`src/rtl/spi_responder.sv`:
```
// spi_responder: 1/2/4-lane SPI target. Oversamples the SPI pins in the clk domain,
// deserializes MOSI words onto a valid/ready RX port and serializes TX words onto MISO.
module spi_responder #(
    parameter int                DATA_W      = 8,
    parameter int                SYNC_STAGES = 2,
    parameter logic [DATA_W-1:0] TX_IDLE     = DATA_W'(8'hFF)
) (
    input  logic              clk,
    input  logic              rst,
    input  logic              spi_sclk,
    input  logic              spi_cs_n,
    input  logic [3:0]        spi_mosi,
    output logic [3:0]        spi_miso,
    output logic              spi_miso_oe,
    input  logic [1:0]        cfg_lanes,
    output logic [DATA_W-1:0] rx_data,
    output logic              rx_valid,
    input  logic              rx_ready,
    input  logic [DATA_W-1:0] tx_data,
    input  logic              tx_valid,
    output logic              tx_ready,
    output logic              busy,
    output logic              err_frame,
    output logic              err_overrun,
    input  logic              err_clr
);

    localparam int CNT_W = $clog2(DATA_W + 1);

    typedef enum logic [0:0] {IDLE, SHIFT} state_t;

    state_t state, state_next;

    logic [SYNC_STAGES-1:0]      sclk_sync, cs_sync, warm;
    logic [SYNC_STAGES-1:0][3:0] mosi_sync;
    logic                        sclk_p0, cs_p0, sclk_p1, cs_p1, armed;
    logic [3:0]                  mosi_p0;
    logic                        sclk_rise, sclk_fall, cs_fall, cs_rise;
    logic                        start, stop, rise_act, fall_act, fetch, word_done;
    logic [2:0]                  lanes_q, lane_sel;
    logic [CNT_W-1:0]            bit_cnt, cnt_sum;
    logic [DATA_W-1:0]           tx_shift, tx_adv, fetch_word, rx_shift, rx_next;

    function automatic logic [2:0] lane_count(input logic [1:0] cfg);
        case (cfg)
            2'd1:    lane_count = 3'd2;
            2'd2:    lane_count = 3'd4;
            default: lane_count = 3'd1;
        endcase
    endfunction

    // Lanes at or above the active count are forced to 0.
    function automatic logic [3:0] beat_of(input logic [DATA_W-1:0] word, input logic [2:0] lanes);
        case (lanes)
            3'd2:    beat_of = {2'b00, word[1:0]};
            3'd4:    beat_of = word[3:0];
            default: beat_of = {3'b000, word[0]};
        endcase
    endfunction

    function automatic logic [DATA_W-1:0] shift_in(input logic [DATA_W-1:0] rx, input logic [3:0] mosi,
                                                   input logic [2:0] lanes);
        case (lanes)
            3'd2:    shift_in = {mosi[1:0], rx[DATA_W-1:2]};
            3'd4:    shift_in = {mosi[3:0], rx[DATA_W-1:4]};
            default: shift_in = {mosi[0], rx[DATA_W-1:1]};
        endcase
    endfunction

    // Stage p0: synchronized pins; stage p1: one-cycle delayed copy for edge detection.
    assign sclk_p0 = sclk_sync[SYNC_STAGES-1];
    assign cs_p0   = cs_sync[SYNC_STAGES-1];
    assign mosi_p0 = mosi_sync[SYNC_STAGES-1];

    always_ff @(posedge clk) begin
        mosi_sync <= {mosi_sync[SYNC_STAGES-2:0], spi_mosi};
        if (rst) begin
            sclk_sync <= '0;
            cs_sync   <= '1;
            warm      <= '0;
            sclk_p1   <= 1'b0;
            cs_p1     <= 1'b1;
            armed     <= 1'b0;
        end else begin
            sclk_sync <= {sclk_sync[SYNC_STAGES-2:0], spi_sclk};
            cs_sync   <= {cs_sync[SYNC_STAGES-2:0], spi_cs_n};
            warm      <= {warm[SYNC_STAGES-2:0], 1'b1};
            sclk_p1   <= sclk_p0;
            cs_p1     <= cs_p0;
            // Arm only once a real (non-reset) high level of cs_n has reached the sync output.
            if (warm[SYNC_STAGES-1] && cs_p0)
                armed <= 1'b1;
        end
    end

    assign sclk_rise = sclk_p0 & ~sclk_p1;
    assign sclk_fall = ~sclk_p0 & sclk_p1;
    assign cs_fall   = armed & cs_p1 & ~cs_p0;
    assign cs_rise   = cs_p0 & ~cs_p1;

    always_comb begin
        state_next = state;
        start      = 1'b0;
        stop       = 1'b0;
        rise_act   = 1'b0;
        fall_act   = 1'b0;
        case (state)
            IDLE: begin
                if (cs_fall) begin
                    state_next = SHIFT;
                    start      = 1'b1;
                end
            end
            SHIFT: begin
                if (cs_rise) begin
                    state_next = IDLE;
                    stop       = 1'b1;
                end else begin
                    rise_act = sclk_rise;
                    fall_act = sclk_fall;
                end
            end
            default: state_next = IDLE;
        endcase
    end

    assign lane_sel   = start ? lane_count(cfg_lanes) : lanes_q;
    assign fetch      = start | (fall_act & (bit_cnt == '0));
    assign fetch_word = tx_valid ? tx_data : TX_IDLE;
    assign tx_ready   = fetch & tx_valid & ~rst;
    assign tx_adv     = tx_shift >> lanes_q;
    assign rx_next    = shift_in(rx_shift, mosi_p0, lanes_q);
    assign cnt_sum    = bit_cnt + CNT_W'(lanes_q);
    assign word_done  = rise_act & (cnt_sum == CNT_W'(DATA_W));
    assign busy       = (state == SHIFT);

    // Stage p2: control state, MISO drive, RX handshake and sticky flags.
    always_ff @(posedge clk) begin
        if (rst) begin
            state       <= IDLE;
            lanes_q     <= 3'd1;
            bit_cnt     <= '0;
            spi_miso    <= 4'h0;
            spi_miso_oe <= 1'b0;
            rx_data     <= '0;
            rx_valid    <= 1'b0;
            err_frame   <= 1'b0;
            err_overrun <= 1'b0;
        end else begin
            state <= state_next;
            if (start) begin
                lanes_q     <= lane_sel;
                bit_cnt     <= '0;
                spi_miso_oe <= 1'b1;
            end
            if (stop) begin
                bit_cnt     <= '0;
                spi_miso    <= 4'h0;
                spi_miso_oe <= 1'b0;
            end else if (fetch) begin
                spi_miso <= beat_of(fetch_word, lane_sel);
            end else if (fall_act) begin
                spi_miso <= beat_of(tx_adv, lanes_q);
            end
            if (rise_act)
                bit_cnt <= word_done ? '0 : cnt_sum;
            if (rx_valid && rx_ready)
                rx_valid <= 1'b0;
            if (word_done && !(rx_valid && !rx_ready)) begin
                rx_data  <= rx_next;
                rx_valid <= 1'b1;
            end
            err_frame   <= (err_frame & ~err_clr) | (stop & (bit_cnt != '0));
            err_overrun <= (err_overrun & ~err_clr) | (word_done & rx_valid & ~rx_ready);
        end
    end

    always_ff @(posedge clk) begin
        if (fetch)
            tx_shift <= fetch_word;
        else if (fall_act)
            tx_shift <= tx_adv;
        if (rise_act)
            rx_shift <= rx_next;
    end

endmodule

```
`config.mk`:
```
export PLATFORM = sky130hd
export DESIGN_NAME = spi_responder
export DESIGN_NICKNAME = d
export VERILOG_FILES = /design/src/rtl/spi_responder.sv
export SDC_FILE = /design/constraint.sdc
export NUM_CORES = 1
export LEC_CHECK = 0
export CORE_MARGIN = 4
export CORE_UTILIZATION = 60
export CTS_BUF_LIST = sky130_fd_sc_hd__clkbuf_2
export CTS_CLUSTER_SIZE = 30
export DETAILED_ROUTE_END_ITERATION = 7
export PLACE_DENSITY_LB_ADDON = 0.1
export SETUP_SLACK_MARGIN = 0.4
export SLEW_MARGIN = 20
export SYNTH_ARGS = -nofsm -noshare
export SYNTH_HDL_FRONTEND = slang
export SYNTH_SLANG_ARGS = --single-unit
```
`constraint.sdc`:
```
create_clock -name clk -period 4.4 [get_ports clk]
set_clock_uncertainty 0.1 [all_clocks]
set_input_delay 0.88 -clock clk [delete_from_list [all_inputs] [get_ports clk]]
set_output_delay 0.88 -clock clk [all_outputs]
set_load 0.01 [all_outputs]
```
---- Word-level counts from Yosys, hierarchy flattened ----
Index checks and enable logic that the tools add are counted.
cells by class
  add/subtract/negate cells ............... 1
  equality and inequality tests ........... 7
  shift operators ......................... 1
  mux-type cells .......................... 27
  bitwise gates (word level) .............. 25
  reduce and logical (&&, ||, !) cells .... 12
operator list
  cell                                                 count
  2-to-1 mux 4 bit                                     6
  2-to-1 mux 8 bit                                     3
  one-hot mux 4 bit (2 select lines)                   2
  one-hot mux 8 bit (2 select lines)                   1
  bitwise AND 1 bit                                    14
  2-to-1 mux 1 bit                                     12
  inverter 1 bit                                       8
  right shift 8 x 3 -> 8 bit                           1
  equality test 3 x 2 -> 1 bit, second input constant  2
  equality test 3 bit, second input constant           2
  one-hot mux 3 bit (2 select lines)                   1
  adder 4 x 3 -> 4 bit                                 1
  equality test 4 bit, second input constant           1
  logical AND 1 bit                                    4
  zero test 4 bit                                      1
  nonzero test 2 bit                                   2
  nonzero test 4 bit                                   1
  2-to-1 mux 3 bit                                     1
  OR 1 bit                                             3
  nonzero test 3 bit                                   1
  equality test 2 x 1 -> 1 bit, second input constant  1
  equality test 2 bit, second input constant           1
  zero test 1 bit                                      2
  one-hot mux 1 bit (2 select lines)                   1
  OR reduction 2 bit                                   1
word-level totals
  register bits ........................... 57
  input port bits ......................... 21
  output and inout port bits .............. 18
  word-level logic and storage cells ...... 93

---- Longest topological paths before layout ----
  word-level depth ........................ 8
  gate-level depth with buffers ........... 6
  depth with buffers taken out ............ 6

---- Least setup slack after synthesis ----
OpenSTA, ideal clock, no wires.
  path type ............................... register to output
  from .................................... reg bit_cnt[1]
  to ...................................... out tx_ready
  data arrival time ....................... 1.538 ns
  data required time ...................... 3.420 ns
  setup slack ............................. 1.882 ns
  stages on the path, launching flop included .. 5
  path buffers ............................ 1
  cell sequence ........................... dfxtp_1 -> or4_1 -> buf_2 -> o21ai_4 -> and3_1
between the ends
  longest elaborated chain between the ends .. 5
ends and longest elaborated chain
  element                         line  source
  from (decl)                     41    logic [CNT_W-1:0] bit_cnt, cnt_sum;
  from (signal assigned)          166   bit_cnt <= word_done ? '0 : cnt_sum;
  zero test 4 bit                 128   assign fetch = start | (fall_act & (bit_cnt == '0));
  bitwise AND 1 bit               128
  OR 1 bit                        128
  bitwise AND 1 bit (2 in a row)  130   assign tx_ready = fetch & tx_valid & ~rst;
  to (decl)                       21    output logic tx_ready,
Every way passes these cells.

---- Worst setup path after layout ----
Ends and elaborated chain as after synthesis.

==> metrics <==
status=complete, no violations; Max VDD drop=242.2 uV; endpoints failing setup=0; worst-path fanout max=10; core box area=0.004414 sq mm; # diodes=0; GRT Util Overall=22.02%; Yosys warning count=0; initial antenna violation count=0; Post-Place Cells=342; cts repair resizes=0; Synth Area in Compound Gates=18.61%; final worst path period share=between 80% and 90%; row count=24; largest net degree at the start of global routing=36; largest family of logic cells by synthesized area=compound AO/OA/AOI/OAI gates; antenna viol nets, final=0; Reg clk slew, reported paths=0.27 ns; drt drc=0; Max Root-Sink Buffers=2; insertion delay to the later sink of the worst-skew pair=around 0.47 ns; Seq pwr share=a little over three fifths; post-synth top area share=29.78%; sequential share of the synthesized area=46.12%; initial drt markers=199; vias in the first global route=2120; Synth Area in Simple Gates=17.25%; Net Sw Frac=22.88%; CTS Buf Count=5; clock sinks=56; Post-synth EDFFs=15; ys async rst share=0%; Post-Synth XOR/XNOR Area=0.6355%; die area=0.005743 sq mm; RSZ-0062 raised after global routing=no; Worst setup SP type=flop; top cell type by total area after synthesis=dfxtp_1; WP data required=3.42 ns; Pint=~670 uW; WL final=5827 um; FF+latch count, synth=56; Critical Path Sink=tx_ready; PwrDens=269.3 mW/mm^2; Syn Inst Count=265; reg2reg end=rx_data[0]$_SDFFE_PP0P_; chip width=75.78 um; Hold Worst Slack=0.2516 ns; number of setup buffers added after CTS=0; Vias=2188; Most used DFF post-synth=dfxtp_1; clock power share=~30%; Die Ht=75.78 um; Initial Utilization=62.44%; H-Tree Depth=2; worst setup path start=bit_cnt[1]$_SDFFE_PP0P_; first-pass GRT wire length=a little under 10000 um; Adder-Cell Fraction of Synth Area=2.996%; post-synthesis area per instance=10.40 sq um; mux cell area share after synthesis=10.89%; max cap viols=0; R2R setup slack=1.52 ns; Distinct cells, synth=51; critical path type=flop to output port; R2R cell count=4; hpwl dp=4076 um; Critical R2R Launch=lanes_q[1]$_SDFFE_PP0N_; Logic pwr share=7.3%; share of layout cells above drive strength 1=8.725%; CP arrival=between 2 and 3 ns; Mapped Area=0.002756 sq mm; # hold bufs at CTS=0; Final Power=873.0 uW; Pre-antenna DRT Iters=4; Mapped Nets=~290; Area growth syn-to-layout=17.61%; drt via density=between 6 and 7; static leakage=0.001137 uW; f_max=266.2 MHz; post-DR wirelength/cell=between 15 and 20 um; TritonCTS clock tree=yes; Worst-Margin Slew=0.7480 ns; Hold Violations, Final=0; Crit. End Element=output port; Net Sw Power=199.8 uW; worst hold path class=flop to flop; NumNets Final=324; clock root buffer=clkbuf_2; IO buf count=38; post-route setup TNS=0 ns; I/O pins=39; synth top area cells=dfxtp_1, edfxtp_1, mux2i_1; Non-Filler Instances=350; Slew HR=49.76%; Final Slew Violations=0; remaining global-route overflow=0; RePlAce Congestion=around 0.86; min Tclk post-route=~3.8 ns
## layout by cell type (no fill, tap or decap), types with 2 or more instances in the layout
cell type | netlist | layout
nand2b_1 | 7 | 7
a21oi_1 | 11 | 11
clkdlybuf4s50_1 | 0 | 38
dfxtp_1 | 41 | 41
mux2i_1 | 21 | 21
nor2b_1 | 16 | 16
or3b_2 | 2 | 2
inv_1 | 7 | 7
a211oi_1 | 2 | 2
mux4_2 | 3 | 3
o221ai_1 | 8 | 8
nor2_1 | 12 | 12
o31ai_1 | 3 | 3
o21ai_0 | 8 | 8
buf_4 | 0 | 5
a311oi_1 | 2 | 2
ha_1 | 5 | 5
or2_2 | 3 | 3
edfxtp_1 | 15 | 15
a21boi_0 | 2 | 2
o2111ai_1 | 2 | 2
clkbuf_2 | 0 | 5
or4_1 | 2 | 2
nand3_1 | 5 | 5
a32oi_1 | 4 | 4
a31oi_1 | 2 | 2
and3_1 | 2 | 2
nor4_1 | 2 | 2
nand3b_1 | 5 | 5
mux2_2 | 2 | 2
o22a_1 | 15 | 15
nand2_1 | 19 | 19
clkinv_4 | 0 | 2
## sequential cells by signal (all words and copies together) (netlist names), 3 cells and up
name       flops
rx_shift       7
lanes_q        3
spi_miso       4
mosi_sync      4
tx_shift       8
bit_cnt        4
mosi_p0        4
rx_data        8
## cell type report
cell class | instances | area, sq um
Sequential cell | 56 | 1271
Multi-Input combinational cell | 184 | 1389
Tap cell | 52 | 65.06
Clock buffer | 5 | 25.02
Clock inverter | 3 | 47.55
Fill cell | 341 | 1172
Timing Repair Buffer | 43 | 417.9
Inverter | 7 | 26.28
## power groups by stage
| stage | registers [uW] | clock network, uW | logic (uW) |
|---|---|---|---|
| final | 545 | 264 | 63.9 |
| after detailed placement | 555 | 0 | 63.8 |
| after floorplan | 553 | 0 | 35.1 |
| after global routing | 547 | 288 | 69.9 |
| after global placement | 554 | 0 | 63.1 |
| after CTS | 545 | 270 | 64.2 |
## per-stage QoR
stage,util [%],instance area [sq um],setup WS [ns]
CTS,73.44,3242,0.6343
finish,73.44,3242,0.6427
global route,73.44,3242,0.4891
floorplan,-,2756,1.882
global placement,71.80,3169,1.175
detailed placement,71.80,3169,1.170
## logic make-up after synthesis
kind of cell               Yosys count
AOI/OAI and AO/OA                   68
xor gates and xnor gates             2
adders and majority gates            6
buffers and inverters               25
DFF                                 56
muxes                               26
and+or+nand+nor                     82
## critical path: stages (launching register included)
cell	delay, ns
dfxtp_1	0.42
or4_1	0.73
o21ai_4	0.42
and3_1	0.21
clkdlybuf4s50_1	0.53
## synthesized netlist by cell type (all sizes together) (7+ instances only)
cell and instances:
dfxtp 41, o22a 15, o21ai 9, nor2 12
inv 7, mux2i 21, edfxtp 15, a21oi 11
nor2b 16, o221ai 8, clkbuf 13, nand2b 7
nand2 19
## how the worst min path moves through the flow
stage	start	slack, ns	end	cells after the start
after global placement	mosi_sync[2]$_DFF_P_	0.21	mosi_p0[2]$_DFF_P_	0
after global routing	mosi_sync[3]$_DFF_P_	0.26	mosi_p0[3]$_DFF_P_	0
after detailed placement	mosi_sync[3]$_DFF_P_	0.21	mosi_p0[3]$_DFF_P_	0
final	mosi_sync[0]$_DFF_P_	0.25	mosi_p0[0]$_DFF_P_	0
after CTS	mosi_sync[3]$_DFF_P_	0.25	mosi_p0[3]$_DFF_P_	0
after floorplan	mosi_sync[0]$_DFF_P_	0.21	mosi_p0[0]$_DFF_P_	0
## layer usage
layer	track usage [%]	part of all wire (%)
met4	8.932	2.4
met2	36.69	50
met5	0	0
met1	27.33	42
met3	5.277	6.2
Note: power is estimated with default switching activity, not from simulation.
